===== src/rtl/branch_add_issue_queue.sv =====
// branch_add_issue_queue
//   In-order issue queue feeding a branch/add unit. Entries wait in a circular
//   FIFO, snoop the CDB for missing source operands, and leave from the head
//   only once both sources are ready. Issued operands are registered.
//
// Parameters: WIDTH (datapath), DEPTH (entries, power of two >= 2),
//             TAG_W (physical source tag width)
// Ports:
//   i_clk, i_rst_n (sync, active-low), i_flush (discard all entries)
//   i_enq_valid/o_enq_ready   enqueue handshake
//   i_enq_op/func/pred, i_enq_rs{1,2}_{tag,rdy,val}, i_enq_imm, i_enq_pc
//   i_cdb_valid/tag/data      result broadcast used for wakeup
//   o_start                   one-cycle issue strobe
//   o_op/func/rs1/rs2/imm/pc/pred  issued entry fields (hold when idle)
//
// Build option: BAU_IQ_WAKEUP_BYPASS_EN lets a head entry issue in the same
// cycle its last missing source arrives on the CDB, using i_cdb_data directly.
module branch_add_issue_queue #(
  parameter int WIDTH = 32,
  parameter int DEPTH = 4,
  parameter int TAG_W = 5
) (
  input  logic             i_clk,
  input  logic             i_rst_n,
  input  logic             i_flush,
  input  logic             i_enq_valid,
  output logic             o_enq_ready,
  input  logic             i_enq_op,
  input  logic [2:0]       i_enq_func,
  input  logic             i_enq_pred,
  input  logic [TAG_W-1:0] i_enq_rs1_tag,
  input  logic             i_enq_rs1_rdy,
  input  logic [WIDTH-1:0] i_enq_rs1_val,
  input  logic [TAG_W-1:0] i_enq_rs2_tag,
  input  logic             i_enq_rs2_rdy,
  input  logic [WIDTH-1:0] i_enq_rs2_val,
  input  logic [WIDTH-1:0] i_enq_imm,
  input  logic [WIDTH-1:0] i_enq_pc,
  input  logic             i_cdb_valid,
  input  logic [TAG_W-1:0] i_cdb_tag,
  input  logic [WIDTH-1:0] i_cdb_data,
  output logic             o_start,
  output logic             o_op,
  output logic [2:0]       o_func,
  output logic [WIDTH-1:0] o_rs1,
  output logic [WIDTH-1:0] o_rs2,
  output logic [WIDTH-1:0] o_imm,
  output logic [WIDTH-1:0] o_pc,
  output logic             o_pred
);

  localparam int PTR_W = $clog2(DEPTH);
  localparam int CNT_W = $clog2(DEPTH + 1);

  logic             e_valid   [DEPTH];
  logic             e_op      [DEPTH];
  logic [2:0]       e_func    [DEPTH];
  logic             e_pred    [DEPTH];
  logic [TAG_W-1:0] e_rs1_tag [DEPTH];
  logic             e_rs1_rdy [DEPTH];
  logic [WIDTH-1:0] e_rs1_val [DEPTH];
  logic [TAG_W-1:0] e_rs2_tag [DEPTH];
  logic             e_rs2_rdy [DEPTH];
  logic [WIDTH-1:0] e_rs2_val [DEPTH];
  logic [WIDTH-1:0] e_imm     [DEPTH];
  logic [WIDTH-1:0] e_pc      [DEPTH];

  logic [PTR_W-1:0] head, tail;
  logic [CNT_W-1:0] count;

  logic             enq_fire, enq_write, empty_bypass, head_issue;
  logic             enq_rs1_rdy, enq_rs2_rdy;
  logic [WIDTH-1:0] enq_rs1_val, enq_rs2_val;
  logic             head_rs1_ok, head_rs2_ok;
  logic [WIDTH-1:0] head_rs1_val, head_rs2_val;

  always_comb begin
    o_enq_ready = (count < CNT_W'(DEPTH));
    enq_fire    = i_enq_valid && o_enq_ready;

    // Sources arriving on the CDB in the enqueue cycle are stored already ready.
    enq_rs1_rdy = i_enq_rs1_rdy || (i_cdb_valid && (i_cdb_tag == i_enq_rs1_tag));
    enq_rs2_rdy = i_enq_rs2_rdy || (i_cdb_valid && (i_cdb_tag == i_enq_rs2_tag));
    enq_rs1_val = i_enq_rs1_rdy ? i_enq_rs1_val : i_cdb_data;
    enq_rs2_val = i_enq_rs2_rdy ? i_enq_rs2_val : i_cdb_data;

    // A fully ready instruction entering an empty queue goes straight to the
    // output registers instead of spending a cycle in an entry.
    empty_bypass = enq_fire && (count == '0) && i_enq_rs1_rdy && i_enq_rs2_rdy;
    enq_write    = enq_fire && !empty_bypass;

`ifdef BAU_IQ_WAKEUP_BYPASS_EN
    head_rs1_ok = e_rs1_rdy[head] || (i_cdb_valid && (i_cdb_tag == e_rs1_tag[head]));
    head_rs2_ok = e_rs2_rdy[head] || (i_cdb_valid && (i_cdb_tag == e_rs2_tag[head]));
`else
    head_rs1_ok = e_rs1_rdy[head];
    head_rs2_ok = e_rs2_rdy[head];
`endif
    head_rs1_val = e_rs1_rdy[head] ? e_rs1_val[head] : i_cdb_data;
    head_rs2_val = e_rs2_rdy[head] ? e_rs2_val[head] : i_cdb_data;
    head_issue   = (count != '0) && e_valid[head] && head_rs1_ok && head_rs2_ok;
  end

  always_ff @(posedge i_clk) begin
    if (!i_rst_n) begin
      count   <= '0;
      head    <= '0;
      tail    <= '0;
      o_start <= 1'b0;
      o_op    <= 1'b0;
      o_func  <= '0;
      o_rs1   <= '0;
      o_rs2   <= '0;
      o_imm   <= '0;
      o_pc    <= '0;
      o_pred  <= 1'b0;
      for (int unsigned i = 0; i < DEPTH; i++) begin
        e_valid[PTR_W'(i)]   <= 1'b0;
        e_rs1_rdy[PTR_W'(i)] <= 1'b0;
        e_rs2_rdy[PTR_W'(i)] <= 1'b0;
      end
    end else if (i_flush) begin
      count   <= '0;
      head    <= '0;
      tail    <= '0;
      o_start <= 1'b0;
      for (int unsigned i = 0; i < DEPTH; i++) begin
        e_valid[PTR_W'(i)]   <= 1'b0;
        e_rs1_rdy[PTR_W'(i)] <= 1'b0;
        e_rs2_rdy[PTR_W'(i)] <= 1'b0;
      end
    end else begin
      o_start <= head_issue || empty_bypass;

      // Wakeup: only sources still waiting capture; ready values are frozen.
      for (int unsigned i = 0; i < DEPTH; i++) begin
        if (e_valid[PTR_W'(i)] && i_cdb_valid) begin
          if (!e_rs1_rdy[PTR_W'(i)] && (e_rs1_tag[PTR_W'(i)] == i_cdb_tag)) begin
            e_rs1_rdy[PTR_W'(i)] <= 1'b1;
            e_rs1_val[PTR_W'(i)] <= i_cdb_data;
          end
          if (!e_rs2_rdy[PTR_W'(i)] && (e_rs2_tag[PTR_W'(i)] == i_cdb_tag)) begin
            e_rs2_rdy[PTR_W'(i)] <= 1'b1;
            e_rs2_val[PTR_W'(i)] <= i_cdb_data;
          end
        end
      end

      if (enq_write) begin
        e_valid[tail]   <= 1'b1;
        e_op[tail]      <= i_enq_op;
        e_func[tail]    <= i_enq_func;
        e_pred[tail]    <= i_enq_pred;
        e_rs1_tag[tail] <= i_enq_rs1_tag;
        e_rs1_rdy[tail] <= enq_rs1_rdy;
        e_rs1_val[tail] <= enq_rs1_val;
        e_rs2_tag[tail] <= i_enq_rs2_tag;
        e_rs2_rdy[tail] <= enq_rs2_rdy;
        e_rs2_val[tail] <= enq_rs2_val;
        e_imm[tail]     <= i_enq_imm;
        e_pc[tail]      <= i_enq_pc;
        tail            <= tail + PTR_W'(1);
      end

      if (head_issue) begin
        e_valid[head] <= 1'b0;
        head          <= head + PTR_W'(1);
        o_op          <= e_op[head];
        o_func        <= e_func[head];
        o_pred        <= e_pred[head];
        o_rs1         <= head_rs1_val;
        o_rs2         <= head_rs2_val;
        o_imm         <= e_imm[head];
        o_pc          <= e_pc[head];
      end else if (empty_bypass) begin
        o_op   <= i_enq_op;
        o_func <= i_enq_func;
        o_pred <= i_enq_pred;
        o_rs1  <= i_enq_rs1_val;
        o_rs2  <= i_enq_rs2_val;
        o_imm  <= i_enq_imm;
        o_pc   <= i_enq_pc;
      end

      count <= count + CNT_W'(enq_write) - CNT_W'(head_issue);
    end
  end

endmodule


===== config.mk =====
export PLATFORM = sky130hd
export DESIGN_NAME = branch_add_issue_queue
export DESIGN_NICKNAME = d
export VERILOG_FILES = /design/src/rtl/branch_add_issue_queue.sv
export SDC_FILE = /design/constraint.sdc
export NUM_CORES = 1
export LEC_CHECK = 0
export CAP_MARGIN = 20
export CORE_MARGIN = 2
export CORE_UTILIZATION = 40
export CTS_CLUSTER_DIAMETER = 60
export CTS_CLUSTER_SIZE = 10
export DETAILED_ROUTE_END_ITERATION = 8
export GPL_TIMING_DRIVEN = 0
export PLACE_DENSITY = 0.67
export RECOVER_POWER = 25
export REMOVE_ABC_BUFFERS = 1
export SETUP_SLACK_MARGIN = 0.2
export SLEW_MARGIN = 25
export SYNTH_ARGS = -nofsm -noshare
export SYNTH_HDL_FRONTEND = slang
export SYNTH_SLANG_ARGS = --single-unit

===== constraint.sdc =====
create_clock -name i_clk -period 4.7 [get_ports i_clk]
set_input_delay 0.94 -clock i_clk [delete_from_list [all_inputs] [get_ports i_clk]]
set_output_delay 0.94 -clock i_clk [all_outputs]
set_load 0.01 [all_outputs]

; Yosys cells after proc, flatten, opt, wreduce, memory -nomap -nowiden
; Memory sizes are Yosys's and may differ from the RTL's. A register that Yosys moved wholly into a read port is not among the register bits.
; Index checks and enable logic that the tools add are counted.
; Widths: inputs -> output; s select.
[totals]
ff_bits = 141
ramBits = 584
in_bits = 187
output_inout_bits = 135
word_cells = 217
memories = 12
[classes]
addsub = 4
n_lt_le_gt_ge = 1
n_eq_ne = 10
mux = 116
n_bitwise = 22
reduce_logical = 41
[mem_list]
columns = memory, words, word_bits, read_ports, rd_clocked_by_memory_dff, wr, line
row1 = e_imm, 4, 32, 1, 1, 1, 65  ; logic [WIDTH-1:0] e_imm [DEPTH];
row2 = e_pc, 4, 32, 1, 1, 1, 66  ; logic [WIDTH-1:0] e_pc [DEPTH];
row3 = e_rs1_val, 4, 32, 1, 1, 5, 61  ; logic [WIDTH-1:0] e_rs1_val [DEPTH];
row4 = e_rs2_val, 4, 32, 1, 1, 5, 64  ; logic [WIDTH-1:0] e_rs2_val [DEPTH];
row5 = e_rs1_tag, 4, 5, 4, 0, 1, 59  ; logic [TAG_W-1:0] e_rs1_tag [DEPTH];
row6 = e_rs2_tag, 4, 5, 4, 0, 1, 62  ; logic [TAG_W-1:0] e_rs2_tag [DEPTH];
row7 = 6 more memories, --, --, --, --, --, --
[ops]
columns = cell, count
row1 = $mux 32, 12
row2 = $mux 1, 80
row3 = $eq 5x5->1, 10
row4 = $mux 2, 22
row5 = $logic_and 1x1->1, 22
row6 = $or 1x1->1, 20
row7 = $logic_not 1->1, 9
row8 = $mux 3, 2
row9 = $add 2x1->2 const B, 2
row10 = $add 3x1->3, 1
row11 = $logic_not 3->1, 1
row12 = $logic_or 1x1->1, 3
row13 = $lt 3x3->1 const B, 1
row14 = $reduce_bool 3->1, 1
row15 = $sub 3x1->3, 1
row16 = $not 1->1, 2
row17 = $reduce_and 2->1, 1
row18 = $reduce_bool 2->1, 1
row19 = $reduce_or 1->1, 2
row20 = $reduce_or 2->1, 1

; Longest topological paths before layout
[logic_depth]
depth_word = 13
mapped_depth = 14
mapped_depth_nobuf = 11

; Worst setup path after synthesis
; OpenSTA, ideal clock, no wires.
[synth_timing]
kind = input to register
startpoint = in i_flush
endpoint = mem e_func[1][0] (enable)
setup_time_ns = 0.433
t_arrival_ns = 3.411
required_time_ns = 4.267
path_slack_ns = 0.856
cell_stages = 6
path_buffers = 2
path_cell_list = nand2b_1 clkbuf_1 nor3_4 buf_6 nand2_1 inv_1
[synth_via]
elab_chain_cells = 3
[synth_lines]
columns = item, line
row1 = from (decl), 25  ; input logic i_flush,
row2 = $mux 1, 122  ; end else if (i_flush) begin
row3 = $mux 1, 105  ; if (!i_rst_n) begin
row4 = $mux 1 (not written as such), 152  ; e_func[tail] <= i_enq_func;
row5 = to (decl), 57  ; logic [2:0] e_func [DEPTH];
; No other way between the ends.

==> impl_results.md <==
* Max_cap viols at 0
* CP Data Arrival Time at ~4.5 ns
* Cell area after synthesis at 33600 sq um
* Die Wd at just under 300 um
* Antenna-violating nets left at 0
* Clock period minus worst slack at around 4.1 ns
* Hold Crit Class: reg -> reg
* Number of distinct library cells after synthesis at 43
* Final WS setup at 0.601 ns
* GR Util All Layers at 22.0%
* Clock Sinks at 727
* Final Hold Violating Endpoints at 0
* PwrDens at 349 nW/um^2
* Most frequent cells in the layout: 576 x edfxtp_1, 198 x clkdlybuf4s50_1, 180 x mux2_4, 149 x dfxtp_1, 140 x nand3_1
* Main flop type after synthesis: edfxtp_1
* DRC violations left at 0
* Initial antenna violation count at 29
* Cts bufs inserted at slightly below 90
* Post-synth EDFFs at about 580
* Worst vdd ir at 282 uV
* Hold Crit Start: o_rs1[4]
* Hpwl dp at around 57000 um
* Sequential fraction of the synthesis area at 60.5%
* Clock Skews at 0.0241 ns
* PortBufs at roughly 320
* Worst EP required at 5.08 ns
* Fmax achieved at 0.244 GHz
* TritonCTS clock tree: yes
* Post-synth ARST share at 0%
* Area leader, netlist: edfxtp_1
* Final setup fails at 0
* Die area at ~86000 sq um
* Core area at between 80000 and 90000 sq um
* FF-to-FF End: count[2]
* Rel. slew slack at 33.8%
* Synth Area per Inst at 15.9 sq um
* Reg2reg path depth at 12
* Ports at approximately 320
* Leakage power at between 10 and 15 nW
* Hold_ws at 0.493 ns
* Layout cells sized above 1 at 24.2%
* Starting DRC count in detailed routing at between 1500 and 2000
* Post-route core utilization at 49.4%
* DR pass1 iterations at 5
* Area growth, synth to finish at 22.8%
* H-tree depth at 3
* Largest net degree at the start of global routing at 106
* Initial core utilization at 40.3%
* Slew @ Worst Pin at 0.993 ns
* Wire length per cell at 27.1 um
* Global-route wire length before repair at 143000 um
* RD Place Congestion at 0.765
* Final WL at 96200 um
* Yosys warns at 0
* Later-pin clock latency in the skew report at 0.64 ns
* Rows at approximately 110
* Total Nets Final at 2585
* Root buffer cell: clkbuf_16
* Final worst path period share at between 80% and 90%
* Top-area cell type share of the netlist area at 51.5%
* GRT overflow at 0
* Total number of vias at between 20000 and 25000
* Leading post-synthesis cells by cell area: edfxtp_1 52%, mux4_2 9.1%, dfxtp_1 9.0%
* Status: completed
* R2R Setup Slk at 0.73 ns
* Post-cts gate resize count at 0
* Register bit total from synthesis at 727
* Crit-path max FO at 105
* Commonest non-fill, non-tap cell in the layout: edfxtp_1
* CTS clock-pin slew for the worst setup and hold paths at 0.06 ns
* Total Power at 14.4 mW
* Clock Path Buffers at 3
* Vias in the first global route at 22300
* Die H at ~300 um
* Setup crit start kind: primary input
* Dpl ws at -0.270 ns
* Slew Viols, Final at 0
* Vias per cell at around 6.0
* TNS Setup at 0 ns
* RSZ-0062 raised after global routing: false
* Crit path capture type: register
* Hold worst-path end: o_rs1[4]
* Crit path kind: in -> reg
* Mapped Cells at ~2100
* WHS Path Cells at 2
-- what timing repair did --
| item | 4_1_cts | 5_1_grt |
|---|---|---|
| buffers inserted | 0 | 3 |
| endpoints found under the hold margin | 0 | 0 |
| hold buffers | 0 | 0 |
| endpoints found under the setup margin | 0 | 7 |
-- worst max path at each step --
stage	start	to	slack, ns	cells past startpoint
2_1_floorplan	register	count[2]	-5.88	11
3_3_place_gp	count[1]	count[2]	-15.24	10
3_5_place_dp	i_rst_n	e_imm[0][3]	-0.27	7
4_1_cts	i_rst_n	e_imm[0][26]	0.43	7
5_1_grt	i_rst_n	e_rs2_val[3][15]	0.45	7
6_report	i_rst_n	e_rs2_val[1][23]	0.60	7
-- state kept, by name, summed over array words and instances, names as in the netlist, 32 cells and up, named ones only --
signal     cells
e_rs1_val    128
o_rs1         32
o_rs2         32
o_pc          32
o_imm         32
e_imm        128
e_rs2_val    128
e_pc         128
-- metrics by stage --
| stage | instances | instance area [sq um] |
|---|---|---|
| floorplan | 1914 | 32500 |
| CTS | 3534 | 41200 |
| global route | 3540 | 41200 |
| global placement | 3315 | 37100 |
| detailed placement | 3374 | 38500 |
| finish | 3552 | 41200 |
-- power by group --
part | total [mW] | switching [mW] | internal, mW
Sequential | 7.08 | 0.0466 | 7.03
Clock | 6.39 | 2.70 | 3.69
Combinational | 0.945 | 0.476 | 0.469
-- metal layers --
metal,GRT usage (%),wire [um]
met1,28.0,39100
met2,36.8,47100
met3,5.15,7060
met4,7.80,2810
met5,0,230
-- synth_stat cells, drive strengths merged (64+ instances only) --
| library cell | count |
|---|---|
| a211oi | 138 |
| a32oi | 69 |
| and2 | 70 |
| buf | 84 |
| clkbuf | 117 |
| dfxtp | 151 |
| edfxtp | 576 |
| mux2 | 256 |
| mux4 | 136 |
| nand3 | 148 |
| o2111ai | 64 |
| o21ai | 71 |
| o32ai | 69 |
-- worst max-delay path: stages --
cell and delay, ns:
buf_8 0.44, buf_16 0.41, nand2b_1 0.38, nor3_4 0.53
buf_4 0.27, nand3_4 0.72, mux2_4 0.59
-- logic make-up (layout without fill, tap and decap cells) --
kind of cell / count (synthesis) / count (layout) / synth area share [%]
adders and majority gates: 11 / 11 / 0.432
muxes: 400 / 400 / 20.0
AOI/OAI and AO/OA: 426 / 426 / 9.70
buffers and inverters: 214 / 556 / 3.23
DFF: 727 / 727 / 60.5
other: 0 / 15 / 0
xor gates and xnor gates: 53 / 53 / 1.38
and+or+nand+nor: 284 / 284 / 4.79
-- layout make-up --
class                   instances  area (sq um)
diodes                         15          37.5
clock buffers                 141          2430
clock inverters                19           258
fillers                      6878         42200
inverters                      13          73.8
multi-input cells            1174         12300
flip-flops and latches        727         20300
well taps                    1080          1350
repair buffers                383          4440
No activity file was read; power rests on OpenSTA's default activity.
